File: config.mk
export PLATFORM = sky130hd
export DESIGN_NAME = mult_err_sweep
export DESIGN_NICKNAME = d
export VERILOG_FILES = /design/src/rtl/mult_err_sweep.sv
export SDC_FILE = /design/constraint.sdc
export NUM_CORES = 1
export LEC_CHECK = 0
export CORE_ASPECT_RATIO = 0.6
export CORE_UTILIZATION = 25
export CTS_BUF_LIST = sky130_fd_sc_hd__clkbuf_16
export CTS_CLUSTER_DIAMETER = 80
export DETAILED_ROUTE_END_ITERATION = 6
export SLEW_MARGIN = 10
export SYNTH_ARGS = -nofsm -noshare
export SYNTH_HDL_FRONTEND = slang
export SYNTH_SLANG_ARGS = --single-unit
File: constraint.sdc
create_clock -name clk -period 15.9 [get_ports clk]
set_clock_uncertainty 0.15 [all_clocks]
set_input_delay 4.77 -clock clk [delete_from_list [all_inputs] [get_ports clk]]
set_output_delay 4.77 -clock clk [all_outputs]
set_load 0.005 [all_outputs]
File: src/rtl/mult_err_sweep.sv
// Exhaustive error characterization of an external combinational W x W multiplier.
// Sweeps every operand pair once (B inner, A outer), accumulating match count and error stats.
module mult_err_sweep #(
  parameter int unsigned W = 8
) (
  input  logic           clk,
  input  logic           rst_n,
  input  logic           start,
  output logic [W-1:0]   mul_a,
  output logic [W-1:0]   mul_b,
  input  logic [2*W-1:0] mul_y,
  output logic           busy,
  output logic           done,
  output logic [2*W:0]   correct_cnt,
  output logic [31:0]    err_sum,
  output logic [2*W-1:0] max_err
);

  localparam int unsigned PW = 2 * W;
  localparam int unsigned CW = 2 * W + 1;

  typedef enum logic [1:0] {StIdle, StRun, StDone} state_e;

  state_e          state_q, state_d;
  logic [W-1:0]    a_q, a_d, b_q, b_d;
  logic [CW-1:0]   cnt_q, cnt_d;
  logic [31:0]     sum_q, sum_d;
  logic [PW-1:0]   max_q, max_d;
  logic [PW-1:0]   exact, err;
  logic            last;

  assign exact = PW'(a_q) * PW'(b_q);
  assign err   = (exact >= mul_y) ? (exact - mul_y) : (mul_y - exact);
  assign last  = (&a_q) & (&b_q);

  always_comb begin
    state_d = state_q;
    a_d     = a_q;
    b_d     = b_q;
    cnt_d   = cnt_q;
    sum_d   = sum_q;
    max_d   = max_q;
    unique case (state_q)
      StIdle, StDone: begin
        if (start) begin
          state_d = StRun;
          a_d     = '0;
          b_d     = '0;
          cnt_d   = '0;
          sum_d   = '0;
          max_d   = '0;
        end
      end
      StRun: begin
        cnt_d = cnt_q + CW'(err == '0);
        sum_d = sum_q + 32'(err);
        if (err > max_q) max_d = err;
        b_d = b_q + W'(1);
        if (&b_q) a_d = a_q + W'(1);
        // Operands park on the final pair so the last evaluation stays observable.
        if (last) begin
          state_d = StDone;
          a_d     = a_q;
          b_d     = b_q;
        end
      end
      default: state_d = StIdle;
    endcase
  end

  always_ff @(posedge clk) begin
    if (!rst_n) begin
      state_q <= StIdle;
      a_q     <= '0;
      b_q     <= '0;
      cnt_q   <= '0;
      sum_q   <= '0;
      max_q   <= '0;
    end else begin
      state_q <= state_d;
      a_q     <= a_d;
      b_q     <= b_d;
      cnt_q   <= cnt_d;
      sum_q   <= sum_d;
      max_q   <= max_d;
    end
  end

  assign mul_a       = a_q;
  assign mul_b       = b_q;
  assign busy        = (state_q == StRun);
  assign done        = (state_q == StDone);
  assign correct_cnt = cnt_q;
  assign err_sum     = sum_q;
  assign max_err     = max_q;

endmodule
==> results.cfg <==
[clocking]
cts_tree = built
root_buffer = clkbuf_16
cts-buffers-inserted = 9
cts_resized = 0
clkSinkCount = 83
htree_levels = 3
cts.hold.buffers_added = 0
postCtsSetupRepairBufs = 0
clockBufferDepth = 2
cts.clk_slew.worst_paths_ns = 0.07
clock_latency_ns = 0.36

[synth]
synthesis.nets = 1210
synth_top_area_share_pct = 19.9
syn-instance-count = 1045
synth_edf_count = 0
yosysMostFrequentCell = inv_1
netlist_top_cells_count = inv_1, ha_1, dfxtp_1
ys_ff_latch = 83
yosys.area.top_type = dfxtp_1
yosys_most_used_dff = dfxtp_1
ys_seq_area_share_pct = 19.9
synth_area_per_cell_um2 = 7.98
ys_warn_count = 0
async_reset_ff_share_pct = 0
syn_area_um2 = 8340
ys_types = 58
synthTopCellsByArea = dfxtp_1, ha_1, fa_1

[timing]
hold_slack_ns = 0.334
hold_viol = 0
setup_tns_ns = 0
slew_headroom_pct = 40.6
tightest_slew_ns = 0.890
finalSetupViolCount = 0
final_max_slew_viol_count = 0
period_minus_slack_ns = 10.30
rsz0062_at_grt = no
fin_crit_sh_pct = 64.8
max_clock_freq_mhz = 97.1

[layout]
utilization_pct = 30.9
nFillCells = 3490
final_cells = 1571
drive_above_1_share_pct = 4.19
syn_to_final_growth_pct = 20.7
diodes = 0
fin_nets = 1281
seq_area_um2 = 1660
multi_input_area_um2 = 6020

[floorplan]
die_y_um = 144
initial_core_util_pct = 25.6
fp.dieW_um = 238
core_um2 = 32600
row_count = 51
dieArea_um2 = 34100
ioPinCount = 102

[worst_setup_path]
start_kind = input port
path_class = in2reg
required_ns = 16.03
crit_fanout = 13
critPathArrivalTime_ns = 10.43
end_kind = flop

[route]
antenna_left = 0
dr.first_iter.drc_count = 417
first_pass_iters = 5
drc_errors = 0
wl_per_cell_um = 15.8
drt_wl_total_um = 24900
vias_per_cell = 4.74
vias = 7448

[pwr]
switching_share_pct = 32.7
switching_power_uw = 197
pwr-share-seq_pct = 37.1
p_per_area_nw_per_um2 = 59.9
irDropWorstVdd_mv = 0.0489
combPwrFrac_pct = 25.7
clockPowerShare_pct = 37.2
p_leak_nw = 4.29
p_int_uw = 406

[hold_path]
hold_path_class = reg2reg

[placed_design]
io_buffers = 101
gp_congestion = 0.899
dp_hpwl_um = 19800
dp_cells = 1555

[outcome]
status = finished clean

[global_routing]
grt_max_degree = 46
grt_pass1_wl_um = 39800
antenna_found_initial = 0
first_global_vias = 7103
grtUsageTotal_pct = 14.9
globalRoute.totalOverflow = 0

[flow_run]
maxCapViolCount = 0
-- final cells by class --
| cell class | count | share of cell area, % |
|---|---|---|
| multi-input cells | 792 | 59.8 |
| clock buffers | 9 | 2.24 |
| inverters | 122 | 4.55 |
| clock inverters | 7 | 0.808 |
| repair buffers | 108 | 10.6 |
| flip-flops and latches | 83 | 16.5 |
| well taps | 450 | 5.59 |
-- routing by layer --
metal	global-route usage [%]	part of all wire (%)
met1	22.1	53
met2	21.7	41
met3	3.57	6.0
met4	2.38	0.73
met5	0	0
-- metrics by stage --
step,area [um^2],power (mW),setup WS [ns]
floorplan,8340,0.327,6.66
global placement,9760,0.380,5.34
detailed placement,9760,0.383,5.29
CTS,10100,0.610,5.64
global route,10100,0.638,5.13
finish,10100,0.603,5.60
-- final timing paths --
kind                                   from              end  slack, ns  cells past startpoint
worst max-delay path               mul_y[0]  correct_cnt[16]       5.60                     21
worst min-delay path            err_sum[31]      err_sum[31]       0.33                      1
worst max register to register     mul_a[0]  correct_cnt[16]       5.95                     33
worst min register to register  err_sum[31]      err_sum[31]       0.33                      1
-- worst max-delay path: stages --
cell and delay [ns]:
clkdlybuf4s50_1 0.43, ha_1 0.24, fa_1 0.39, nand3b_1 0.21, nand4_1 0.15, nand4_1 0.16, a31oi_2 0.41, buf_4 0.32
mux2_2 0.36, a31oi_2 0.15, xnor2_1 0.18, or4_1 0.59, nor4_2 0.35, ha_1 0.26, ha_1 0.18, nand4_1 0.21
nor2_1 0.22, and3_1 0.28, nand4_1 0.13, or2_2 0.29, a21oi_1 0.13
-- sequential cells by signal, summed over array words and instances, names as in the netlist --
signal       count
state_q          2
err_sum         32
mul_a            8
max_err         16
mul_b            8
correct_cnt     17
-- power groups by stage --
stage	clock network [mW]	registers, mW	logic (mW)
floorplan	0	0.226	0.101
global placement	0	0.228	0.152
detailed placement	0	0.229	0.154
CTS	0.232	0.224	0.155
global route	0.240	0.225	0.173
finish	0.225	0.224	0.155
-- cell families (layout without fill, tap and decap cells) --
family                     Yosys count  in the layout  synth area share (%)
and+or+nand+nor                    354            354                  21.7
AOI/OAI and AO/OA                  223            223                  17.5
buffers and inverters              170            246                  7.96
adders and majority gates          146            146                  25.4
DFF                                 83             83                  19.9
xor gates and xnor gates            52             52                  5.46
muxes                               17             17                  2.08
-- cells in the final DEF, fill, tap and decap left out, types with 9 or more instances in the layout --
cell type,Yosys,layout
dfxtp_1,83,83
nand3_1,60,60
and2_1,60,60
o211ai_1,11,11
and3_1,10,10
o21a_1,10,10
nand2_1,65,65
mux2i_1,14,14
clkbuf_16,0,9
inv_1,120,120
a21oi_1,66,66
a22oi_1,16,16
nor2_1,73,73
clkdlybuf4s50_1,0,101
nand2b_1,11,11
nand4_1,20,20
o21ai_0,36,36
a21o_1,28,28
xor2_1,24,24
or2_2,12,12
ha_1,107,107
nor2b_1,14,14
or3_1,9,9
fa_1,39,39
xnor2_1,28,28
No activity file was read; power rests on OpenSTA's default activity.
